===== config.mk =====
export PLATFORM = sky130hd
export DESIGN_NAME = ssm_mbc
export DESIGN_NICKNAME = d
export VERILOG_FILES = /design/src/rtl/ssm_mbc.sv
export SDC_FILE = /design/constraint.sdc
export NUM_CORES = 1
export LEC_CHECK = 0
export BUFFER_PORTS_ARGS = -buffer_cell sky130_fd_sc_hd__buf_4
export CAP_MARGIN = 10
export CORE_MARGIN = 2
export CORE_UTILIZATION = 56
export CTS_CLUSTER_DIAMETER = 50
export CTS_CLUSTER_SIZE = 8
export DETAILED_ROUTE_END_ITERATION = 16
export HOLD_SLACK_MARGIN = 0.12
export PLACE_DENSITY = 0.91
export SYNTH_ARGS = -nofsm -noshare
export SYNTH_HDL_FRONTEND = slang
export SYNTH_SLANG_ARGS = --single-unit

===== constraint.sdc =====
create_clock -name clk -period 3.4 [get_ports clk]
set_input_delay 0.17 -clock clk [delete_from_list [all_inputs] [get_ports clk]]
set_output_delay 0.17 -clock clk [all_outputs]
set_load 0.01 [all_outputs]

===== src/rtl/ssm_mbc.sv =====
// Memory bus controller: buffers host read/write requests in a FIFO and issues them one at a
// time as single-cycle strobes to the arm slave, returning read data on a valid/ready channel.
module ssm_mbc #(
  parameter int unsigned FIFO_DEPTH   = 4,
  parameter int unsigned READ_LATENCY = 1
) (
  input  logic        clk,
  input  logic        reset,
  input  logic        req_valid,
  output logic        req_ready,
  input  logic        req_write,
  input  logic [31:0] req_address,
  input  logic [31:0] req_write_data,
  output logic        rsp_valid,
  input  logic        rsp_ready,
  output logic [31:0] rsp_data,
  output logic [31:0] mbc_out_ifc_address,
  output logic [31:0] mbc_out_ifc_write_data,
  output logic        mbc_out_ifc_write,
  output logic        mbc_out_ifc_read,
  input  logic [31:0] mbc_out_ifc_read_data,
  input  logic [31:0] mbc_out_ifc_control,
  output logic        busy
);

  localparam int unsigned AW = $clog2(FIFO_DEPTH);
  localparam logic [2:0] LatInit = 3'(READ_LATENCY - 1);

  typedef enum logic [1:0] {StIdle, StIssue, StWaitRd, StResp} state_e;

  state_e      state_q, state_d;
  logic [AW:0] wr_ptr_q, rd_ptr_q;
  logic [64:0] fifo_mem [FIFO_DEPTH];
  logic [64:0] head;
  logic        full, empty, push, pop;
  logic [2:0]  lat_cnt_q, lat_cnt_d;
  logic [31:0] addr_q, addr_d, wdata_q, wdata_d, rdata_q, rdata_d;
  logic        write_q, write_d, read_q, read_d, rsp_valid_q, rsp_valid_d;

  // Extra pointer MSB distinguishes full from empty when the index bits match.
  assign full  = (wr_ptr_q[AW] != rd_ptr_q[AW]) && (wr_ptr_q[AW-1:0] == rd_ptr_q[AW-1:0]);
  assign empty = (wr_ptr_q == rd_ptr_q);
  assign push  = req_valid && !full;
  assign head  = fifo_mem[rd_ptr_q[AW-1:0]];

  always_ff @(posedge clk) begin
    if (push) begin
      fifo_mem[wr_ptr_q[AW-1:0]] <= {req_write, req_address, req_write_data};
    end
  end

  always_ff @(posedge clk) begin
    if (reset) begin
      wr_ptr_q <= '0;
      rd_ptr_q <= '0;
    end else begin
      if (push) wr_ptr_q <= wr_ptr_q + 1'b1;
      if (pop)  rd_ptr_q <= rd_ptr_q + 1'b1;
    end
  end

  always_comb begin
    state_d     = state_q;
    pop         = 1'b0;
    addr_d      = addr_q;
    wdata_d     = wdata_q;
    write_d     = 1'b0;
    read_d      = 1'b0;
    lat_cnt_d   = lat_cnt_q;
    rsp_valid_d = rsp_valid_q;
    rdata_d     = rdata_q;
    unique case (state_q)
      StIdle: begin
        // The arm busy bit only gates the start of a transaction.
        if (!empty && !mbc_out_ifc_control[0]) begin
          pop     = 1'b1;
          write_d = head[64];
          read_d  = !head[64];
          addr_d  = head[63:32];
          wdata_d = head[31:0];
          state_d = StIssue;
        end
      end
      StIssue: begin
        if (write_q) begin
          state_d = StIdle;
        end else begin
          lat_cnt_d = LatInit;
          state_d   = StWaitRd;
        end
      end
      StWaitRd: begin
        if (lat_cnt_q == 3'd0) begin
          rdata_d     = mbc_out_ifc_read_data;
          rsp_valid_d = 1'b1;
          state_d     = StResp;
        end else begin
          lat_cnt_d = lat_cnt_q - 3'd1;
        end
      end
      StResp: begin
        if (rsp_ready) begin
          rsp_valid_d = 1'b0;
          state_d     = StIdle;
        end
      end
      default: state_d = StIdle;
    endcase
  end

  always_ff @(posedge clk) begin
    if (reset) begin
      state_q     <= StIdle;
      lat_cnt_q   <= '0;
      addr_q      <= '0;
      wdata_q     <= '0;
      write_q     <= 1'b0;
      read_q      <= 1'b0;
      rsp_valid_q <= 1'b0;
      rdata_q     <= '0;
    end else begin
      state_q     <= state_d;
      lat_cnt_q   <= lat_cnt_d;
      addr_q      <= addr_d;
      wdata_q     <= wdata_d;
      write_q     <= write_d;
      read_q      <= read_d;
      rsp_valid_q <= rsp_valid_d;
      rdata_q     <= rdata_d;
    end
  end

  assign req_ready              = !full;
  assign busy                   = !empty || (state_q != StIdle);
  assign rsp_valid              = rsp_valid_q;
  assign rsp_data               = rdata_q;
  assign mbc_out_ifc_address    = addr_q;
  assign mbc_out_ifc_write_data = wdata_q;
  assign mbc_out_ifc_write      = write_q;
  assign mbc_out_ifc_read       = read_q;

endmodule


==> impl_metrics.csv, run 1 <==
group,metric,value,unit
critical_path,crit_fanout,32,
yosys,ys_async_sr_fraction,0,%
clock_tree,clock_path_buffers,3,
yosys,avgSynthCellArea,16.3,µm²
yosys,ys_ff_latch,372,
routing,vias,8525,
grt,grt_pass1_wl,48600,µm
clock_tree,cts-root-buf,"clkbuf_16",
clock_tree,htree_levels,2,
floorplanning,start_util,56.9,%
clock_tree,cts.sinks,372,
clock_tree,post_cts_buffers,0,
critical_path,critPathArrivalTime,3.42,ns
routing,wl_per_cell,20.1,µm
grt,grt_antenna_before_repair,1,
final_layout,syn_to_final_growth,34.0,%
yosys,synth_cell_type_count,40,
sta,min_period,2.95,ns
grt,met2_usage,42.4,%
power,total_power,12700,µW
yosys,yosysWarnings,0,
floorplanning,rows,57,
placed_design,port_buffers,202,
power,vdd_ir_drop_max,521,µV
final_layout,finalCoreUtilization,76.2,%
floorplanning,dieArea,26000,µm²
routing,firstDrtPassIters,5,
sta,rsz0062_at_grt,"no",
floorplanning,io_pins,234,
critical_path,critPathLaunchType,"flop",
worst_hold_path,hp-class,"input port to flop",
placed_design,dp_hpwl,16200,µm
clock_tree,ctsResizeCount,0,
routing,routed_via_density,5.45,
final_layout,nNetsFinal,1336,
sta,setup_viol,0,
yosys,synth_most_common_cell,"edfxtp_1",
power,p_leak,0.00713,µW
grt,grt_max_degree,95,
floorplanning,die_y,161,µm
grt,grt_overflow_total,0,
placed_design,globalplace.congestion,0.750,
sta,fin_tns_setup,0,ns
grt,grt-busiest-layer,"met2",
sta,fin_skew,0.0239,ns
yosys,syn-cell-area,13800,µm²
final_layout,final_cell_area,18500,µm²
worst_hold_path,hold_depth,4,
clock_tree,numCtsBuffers,53,
routing,ant_nets,0,
sta,max_freq,0.338,GHz
clock_tree,clk_pin_slew,0.05,ns
placed_design,placed_area,15700,µm²
critical_path,setup.worst_path.end_class,"flop",
routing,drtIter0Drc,632,
yosys,synth_ff_type,"edfxtp_1",
outcome,status,"complete, no violations",
critical_path,critical_path_class,"flop to flop",
flow_run,max-cap-violations,0,
sta,slew_headroom,24.7,%
yosys,synth_nets,991,
yosys,synth_common_cells,"edfxtp_1 (260), nand2_1 (200), dfxtp_1 (112)",
sta,worst_slew_pin_slew,1.13,ns
power,power.density,684,nW/µm²
sta,fin_crit_sh,86.9,%
final_layout,drive_above_1_share,28.1,%
routing,drc_errors,0,
sta,final_max_slew_viol_count,0,
grt,grt_pass1_vias,9022,
clock_tree,clk_latency,0.55,ns
clock_tree,tritoncts,"built",
grt,grt_usage,23.9,%
yosys,yosysTopAreaCellShare,56.4,%
floorplanning,core,24300,µm²
sta,final_hold_viol_count,0,
floorplanning,dieWidth,161,µm
routing,totalWireLength,31400,µm
sta,fin_hold_ws,0.188,ns
grt,met1_usage,30.3,%
yosys,syn_inst,851,
yosys,seq_area_frac_synth,72.6,%
grt,met3_usage,4.83,%
yosys,synth_edf_count,260,
critical_path,rr_worst_depth,7,
yosys,yosysTopAreaCell,"edfxtp_1",
critical_path,worstPathRequired,3.87,ns
yosys,synth.area.top_cells,"edfxtp_1 (56%), dfxtp_1 (16%), mux4_2 (11%)",
repair_timing:
item,CTS,global route
setup endpoints to repair,0,0
hold buffers,128,0
hold endpoints to repair,300,0
worst paths after layout:
kind / start / endpoint / slack [ns]
setup reg to reg: lat_cnt_q[0] / rsp_data[7] / 0.45
hold / removal: mbc_out_ifc_control[0] / flop / 0.19
hold reg to reg: mbc_out_ifc_write_data[3] / mbc_out_ifc_write_data[3] / 0.46
setup / recovery: lat_cnt_q[0] / rsp_data[7] / 0.45
per-stage QoR:
step,cells,setup WS (ns)
after global placement,1336,0.997
after CTS,1561,0.588
final,1563,0.446
after global routing,1563,0.312
after detailed placement,1336,0.907
after floorplan,851,0.369
critical path: stages (launching register included):
cell and delay (ns):
dfxtp_1 0.32, inv_1 0.07, ha_1 0.15, ha_1 0.31, and3b_1 0.96, nand2_1 0.18, a21oi_1 0.27, dlygate4sd3_1 0.61
state kept, by name, indices dropped and copies added, names as in the netlist, named ones only:
signal	count
wr_ptr_q	3
state_q	1
mbc_out_ifc_write_data	32
mbc_out_ifc_read	1
rsp_valid	1
mbc_out_ifc_address	32
lat_cnt_q	3
rsp_data	32
rd_ptr_q	3
mbc_out_ifc_write	1
fifo_mem	260
area by class of cell:
| class | instances | area [µm²] |
|---|---|---|
| fillers | 1301 | 5790 |
| multi-input cells | 422 | 3520 |
| clock inverters | 4 | 48.8 |
| flip-flops and latches | 372 | 10100 |
| inverters | 8 | 32.5 |
| repair buffers | 339 | 2950 |
| clock buffers | 93 | 1520 |
| diodes | 1 | 2.50 |
| well taps | 324 | 405 |
cell usage in the layout (no fill, tap or decap), types with 2 or more instances in the layout:
cell type	synthesis	routed
clkbuf_16	0	55
and2_4	0	4
nor4b_1	3	3
inv_1	7	7
buf_12	0	6
edfxtp_1	260	260
clkbuf_1	25	38
dfxtp_1	112	110
nor3_1	3	3
mux2_2	3	3
or3b_2	2	2
mux2i_1	67	67
xor2_1	3	3
o31a_1	2	2
a21oi_1	35	35
a31oi_1	3	3
dlygate4sd3_1	0	128
mux4_2	65	65
nand2_1	200	200
dfxtp_4	0	2
ha_1	7	7
buf_4	5	204
nor2_1	8	8
where the power goes:
part           leakage, µW  total (µW)  switching [µW]  internal, µW
registers          0.00330        5600             306          5290
clock network     0.000743        4840            1840          3000
logic              0.00309        2240            1050          1200
total              0.00713       12700            3190          9490
layer usage:
metal | up-vias | share of wire [%]
met3 | 49 | 6.3
li1 | 3874 | -
met4 | 0 | 1.9
met5 | - | 0
met1 | 4252 | 40
met2 | 350 | 52
kinds of logic after synthesis:
group | count (synthesis) | synth area share (%)
xor+xnor | 4 | 0.253
mux | 135 | 15.7
simple gates | 227 | 6.63
fa+ha+maj | 7 | 0.633
compound gates | 49 | 2.12
buf+inv | 57 | 2.05
flops | 372 | 72.6
Power figures use the tool's default switching activity.
==> run 2: changes to the inputs <==
--- a/config.mk
+++ b/config.mk
@@ -5,6 +5,7 @@
 export SDC_FILE = /design/constraint.sdc
 export NUM_CORES = 1
 export LEC_CHECK = 0
+export ABC_AREA = 1
 export BUFFER_PORTS_ARGS = -buffer_cell sky130_fd_sc_hd__buf_4
 export CAP_MARGIN = 10
 export CORE_MARGIN = 2
@@ -13,7 +14,7 @@
 export CTS_CLUSTER_SIZE = 8
 export DETAILED_ROUTE_END_ITERATION = 16
 export HOLD_SLACK_MARGIN = 0.12
-export PLACE_DENSITY = 0.91
+export PLACE_DENSITY = 0.9
 export SYNTH_ARGS = -nofsm -noshare
 export SYNTH_HDL_FRONTEND = slang
 export SYNTH_SLANG_ARGS = --single-unit
==> run 2 against run 1 <==
- combinational power grew 63%
- first-iteration DRC count grew 42%
- clock skew shrank 0.0064 ns
- largest power group unchanged
- routed wire length grew 20%
- via count grew 30%
- critical path depth grew 1
- sequential power grew 1%
==> impl_metrics.csv, run 2 <==
group,metric,value,unit
final_layout,final_common_cell,"nor2_1",
yosys,synth_edf_count,260,
yosys,synth_fa_ha_area_share,0.619,%
placed_design,globalplace.congestion,0.746,
critical_path,r2r_start,"lat_cnt_q[0]",
critical_path,crit_chain,"inv_1, ha_1, ha_1, buf_4, nand2_1, nand2_1, a21oi_1, dlygate4sd3_1",
critical_path,crit_end,"rsp_data[23]",
yosys,synth_common_cells,"nor2_1 (273), edfxtp_1 (260), nand2_1 (190)",
routing,dr_wl_met2,19100,µm
sta,min_period,2.93,ns
sta,fin_skew,0.0175,ns
yosys,avgSynthCellArea,10.9,µm²
floorplanning,core,25000,µm²
routing,routed_via_density,5.55,
routing,wl_per_cell,18.9,µm
floorplanning,dieArea,26600,µm²
floorplanning,dieWidth,163,µm
clock_tree,tritoncts,"built",
yosys,ys_async_sr_fraction,0,%
yosys,synth_compound_area_share,9.00,%
clock_tree,clk_pin_slew,0.05,ns
floorplanning,rows,58,
sta,final_max_slew_viol_count,0,
clock_tree,ctsResizeCount,0,
final_layout,syn_to_final_growth,33.3,%
critical_path,crit_fanout,34,
clock_tree,cts-root-buf,"clkbuf_16",
critical_path,reg2reg_to,"rsp_data[23]",
sta,final_hold_viol_count,0,
yosys,syn_inst,1294,
critical_path,critPathArrivalTime,3.41,ns
yosys,yosysTopAreaCellShare,55.2,%
sta,fin_hold_ws,0.359,ns
placed_design,dpl_worst_slack,1.19,ns
placed_design,dp_cells,1761,
final_layout,finalNonFillerCells,1999,
clock_tree,numCtsBuffers,53,
floorplanning,io_pins,234,
critical_path,critical-path-max-stage-delay,0.82,ns
sta,max_freq,0.341,GHz
yosys,synthMuxAreaShare,0,%
yosys,synth_ff_type,"edfxtp_1",
routing,firstDrtPassIters,5,
floorplanning,die_y,163,µm
yosys,synth.area.top_cells,"edfxtp_1 (55%), dfxtp_1 (16%), nor2_1 (7.2%)",
routing,topRoutingLayerUsed,"met5",
yosys,synth_cell_type_count,28,
grt,grt_pass1_vias,11400,
clock_tree,clock_path_buffers,3,
yosys,syn-cell-area,14200,µm²
clock_tree,clk_latency,0.55,ns
routing,totalWireLength,37700,µm
yosys,synth_top_family_by_area,"simple AND/OR/NAND/NOR gates",
final_layout,nNetsFinal,1762,
final_layout,largest_reg_flops,260,
critical_path,worst-path-buf-inv,3,
critical_path,critPathLaunchType,"flop",
sta,fin_tns_setup,0,ns
final_layout,drive_above_1_share,17.8,%
yosys,yosys.area_share.xor_xnor,0.124,%
critical_path,r2r_slack,0.47,ns
routing,ant_nets,0,
critical_path,crit_family,"simple AND/OR/NAND/NOR gates",
sta,worst_slack,0.471,ns
grt,grt_max_degree,79,
yosys,seq_area_frac_synth,71.0,%
sta,slew_headroom,29.0,%
yosys,yosysTopAreaCell,"edfxtp_1",
floorplanning,start_util,56.7,%
power,power.density,752,nW/µm²
sta,rsz0062_at_grt,"no",
grt,grt_usage,27.8,%
power,vdd_ir_drop_max,630,µV
routing,drc_errors,0,
placed_design,port_buffers,202,
critical_path,rr_worst_depth,8,
final_layout,finalCoreUtilization,75.6,%
grt,grt_antenna_before_repair,4,
clock_tree,htree_levels,2,
yosys,synth_most_common_cell,"nor2_1",
outcome,status,"complete, no violations",
sta,fin_crit_sh,86.1,%
clock_tree,cts.sinks,372,
routing,wl_met1,14000,µm
grt,grt_overflow_total,0,
yosys,ys_ff_latch,372,
worst_hold_path,hp-class,"input port to flop",
sta,worst_slew_pin_slew,1.06,ns
critical_path,setup.worst_path.end_class,"flop",
routing,dr_wl_met3,3130,µm
power,p_leak,0.00763,µW
routing,vias,11100,
critical_path,worstPathRequired,3.88,ns
sta,setup_viol,0,
final_layout,final_cell_mix,"nor2_1 (269), edfxtp_1 (260), buf_4 (210)",
critical_path,startpoint,"lat_cnt_q[0]",
yosys,yosys.area_share.simple,14.2,%
grt,grt_pass1_wl,57700,µm
worst_hold_path,hold_depth,2,
critical_path,critical_path_class,"flop to flop",
flow_run,max-cap-violations,0,
critical_path,cpMaxStageDelayCell,"nand2_1",
routing,drtIter0Drc,900,
yosys,synth_nets,1434,
critical_path,cp.depth,8,
yosys,yosysWarnings,0,
placed_design,dp_hpwl,17600,µm
[run 2: cell types whose count changed in the layout (fill, tap and decap cells not counted), moves of 36 or more]
| cell | delta |
|---|---|
| inv_1 | +71 |
| mux2i_1 | -67 |
| mux4_2 | -65 |
| nand3_1 | +36 |
| nor2_1 | +261 |
| o21ai_0 | +117 |
| o22ai_1 | +64 |
[run 2: what timing repair did]
| action | 4_1_cts | 5_1_grt |
|---|---|---|
| hold buffers | 136 | 0 |
| endpoints found under the hold margin | 300 | 0 |
| setup buffers | 0 | 0 |
[run 2: power breakdown]
group / switching (µW) / leakage [µW] / internal [µW]
combinational: 2300 / 0.00357 / 1360
clock: 1850 / 0.000753 / 3010
sequential: 292 / 0.00331 / 5380
[run 2: worst min path at each step]
| stage | slack, ns | from | endpoint |
|---|---|---|---|
| finish | 0.36 | req_address[7] | fifo_mem[0][39] |
| global route | 0.36 | req_address[6] | fifo_mem[2][38] |
| CTS | 0.34 | req_write_data[31] | fifo_mem[2][31] |
| detailed placement | 0.37 | req_address[25] | fifo_mem[3][57] |
| global placement | 0.37 | req_write_data[21] | fifo_mem[0][21] |
| floorplan | 0.27 | req_write_data[0] | fifo_mem[0][0] |
[run 2: final cells by class]
cell class,instances,area [µm²]
Antenna cell,5,12.5
Clock buffer,93,1530
Clock inverter,4,48.8
Fill cell,1376,6100
Inverter,86,325
Multi-Input combinational cell,757,3430
Sequential cell,372,10100
Tap cell,330,413
Timing Repair Buffer,352,3060
[run 2: routing by layer]
layer	GRT usage, %	vias up
li1	-	5054
met1	32.4	5216
met2	48.4	673
met3	6.39	145
met4	14.2	2
met5	0	-
[run 2: logic make-up after synthesis]
kind of cell	Yosys count
buf+inv	165
simple gates	511
compound gates	237
fa+ha+maj	7
xor+xnor	2
flops	372
[run 2: worst reg2reg max path, delay by kind of cell, from the launching register on]
family,cells,cell delay [ns]
flops,1,0.33
compound gates,1,0.26
fa+ha+maj,2,0.38
buf+inv,3,0.89
simple gates,2,1.00
[run 2: through the flow]
stage	cell area (µm²)	power [µW]
6_report	18900	14200
5_1_grt	18900	14800
4_1_cts	18900	14100
3_5_place_dp	15900	9000
3_3_place_gp	15900	8840
2_1_floorplan	14200	7840
==> run 3: changes to the inputs <==
--- a/config.mk
+++ b/config.mk
@@ -8,7 +8,6 @@
 export ABC_AREA = 1
 export BUFFER_PORTS_ARGS = -buffer_cell sky130_fd_sc_hd__buf_4
 export CAP_MARGIN = 10
-export CORE_MARGIN = 2
 export CORE_UTILIZATION = 56
 export CTS_CLUSTER_DIAMETER = 50
 export CTS_CLUSTER_SIZE = 8
==> run 3 against run 2 <==
- global-route usage increased by 1.7 points
- largest cell class unchanged
- routed wire length is essentially flat
- largest power group unchanged
- critical path type unchanged
- combinational power is essentially flat
==> impl_metrics.csv, run 3 (synthesis gave the netlist of run 2 again) <==
group,metric,value,unit
clock_tree,clock_path_buffers,3,
sta,worst_slack,0.511,ns
sta,max_freq,0.346,GHz
clock_tree,clk_latency,0.55,ns
routing,drc_errors,0,
floorplanning,core,24500,µm²
floorplanning,dieWidth,161,µm
clock_tree,cts-root-buf,"clkbuf_16",
sta,fin_crit_sh,85.0,%
grt,grt_antenna_before_repair,1,
worst_hold_path,hp-class,"input port to flop",
grt,grt_pass1_vias,11700,
clock_tree,htree_levels,2,
final_layout,finalCoreUtilization,76.7,%
final_layout,syn_to_final_growth,32.9,%
critical_path,critical-path-max-stage-delay,0.73,ns
power,p_leak,0.00762,µW
sta,fin_tns_setup,0,ns
clock_tree,numCtsBuffers,53,
placed_design,dpl_worst_slack,1.16,ns
worst_hold_path,hold_depth,2,
final_layout,largest_reg_flops,260,
grt,grt_max_degree,115,
routing,vias,11000,
critical_path,worstPathRequired,3.82,ns
critical_path,setup.worst_path.end_class,"flop",
placed_design,placed_area,15900,µm²
placed_design,port_buffers,202,
placed_design,globalplace.congestion,0.774,
power,vdd_ir_drop_max,551,µV
grt,grt_pass1_wl,59600,µm
floorplanning,rows,57,
routing,routed_via_density,5.50,
power,total_power,14200,µW
clock_tree,ctsResizeCount,0,
sta,min_period,2.89,ns
sta,setup_viol,0,
floorplanning,io_pins,234,
grt,grt_usage,29.5,%
critical_path,cp_common_cell,"nand2_1",
flow_run,max-cap-violations,0,
sta,worst_slew_pin_slew,1.15,ns
routing,wl_per_cell,18.9,µm
floorplanning,start_util,57.7,%
outcome,status,"complete, no violations",
final_layout,final_common_cell,"nor2_1",
critical_path,critical_path_class,"flop to flop",
final_layout,final_cell_area,18800,µm²
clock_tree,tritoncts,"built",
critical_path,cpMaxStageDelayCell,"nand2_1",
sta,fin_skew,0.0256,ns
sta,slew_headroom,23.4,%
sta,rsz0062_at_grt,"no",
placed_design,dp_hpwl,17700,µm
sta,final_hold_viol_count,0,
routing,ant_nets,0,
final_layout,nNetsFinal,1765,
routing,drtIter0Drc,995,
clock_tree,cts.sinks,372,
sta,final_max_slew_viol_count,0,
final_layout,final_cell_mix,"nor2_1 (269), edfxtp_1 (260), buf_4 (218)",
critical_path,critPathArrivalTime,3.30,ns
grt,grt_overflow_total,0,
critical_path,crit_chain,"inv_2, nor2_2, buf_4, nand2_1, nand2_1, a21oi_1, dlygate4sd3_1",
clock_tree,post_cts_buffers,0,
final_layout,drive_above_1_share,17.9,%
floorplanning,die_y,161,µm
critical_path,rr_worst_depth,7,
floorplanning,dieArea,25900,µm²
routing,firstDrtPassIters,6,
routing,totalWireLength,37700,µm
critical_path,critPathLaunchType,"flop",
power,power.density,755,nW/µm²
clock_tree,clk_pin_slew,0.05,ns
critical_path,crit_fanout,33,
run 3: changes by cell type in the layout (fill, tap and decap cells not counted), sizes merged:
cell,delta
buf,+4
clkbuf,+2
clkinv,-1
diode,-4
dlygate4sd3,-1
run 3: critical path, delay by kind of cell (launching register included):
kind / cells / cell delay [ns]
AO/OA/AOI/OAI: 1 / 0.10
buffers and inverters: 3 / 1.06
flip-flops: 1 / 0.42
AND/OR/NAND/NOR: 3 / 1.18
run 3: routing by layer:
metal / share of wire [%] / GRT usage, % / up-vias / wire [µm]
met2: 52 / 53.5 / 564 / 19600
met5: 0 / 0 / - / 0
met3: 8.2 / 6.55 / 111 / 3100
met4: 3.3 / 12.9 / 0 / 1230
li1: - / - / 5060 / -
met1: 37 / 33.3 / 5234 / 13800
run 3: what timing repair did:
item	in CTS	in global routing
endpoints found under the setup margin	0	0
hold buffers	135	0
hold endpoints to repair	299	0
run 3: layout make-up:
class | instances | area [µm²]
Inverter | 86 | 325
Fill cell | 1357 | 5720
Clock buffer | 95 | 1530
Sequential cell | 372 | 10100
Timing Repair Buffer | 355 | 3030
Tap cell | 324 | 405
Antenna cell | 1 | 2.50
Multi-Input combinational cell | 757 | 3430
Clock inverter | 3 | 47.5
run 3: through the flow:
| step | instances | hold WS (ns) |
|---|---|---|
| finish | 1993 | 0.366 |
| global route | 1993 | 0.352 |
| CTS | 1992 | 0.343 |
| global placement | 1759 | 0.370 |
| detailed placement | 1759 | 0.372 |
| floorplan | 1294 | 0.269 |
run 3: worst paths after layout:
kind,from,endpoint,slack [ns]
worst max-delay path,flop,rsp_data[19],0.51
worst min-delay path,req_address[12],fifo_mem[3][44],0.37
worst max register to register,flop,rsp_data[19],0.51
worst min register to register,lat_cnt_q[2],lat_cnt_q[2],0.48
run 3: power breakdown:
part	switching, µW	internal (µW)
registers	291	5380
clock network	1860	3000
logic	2330	1350
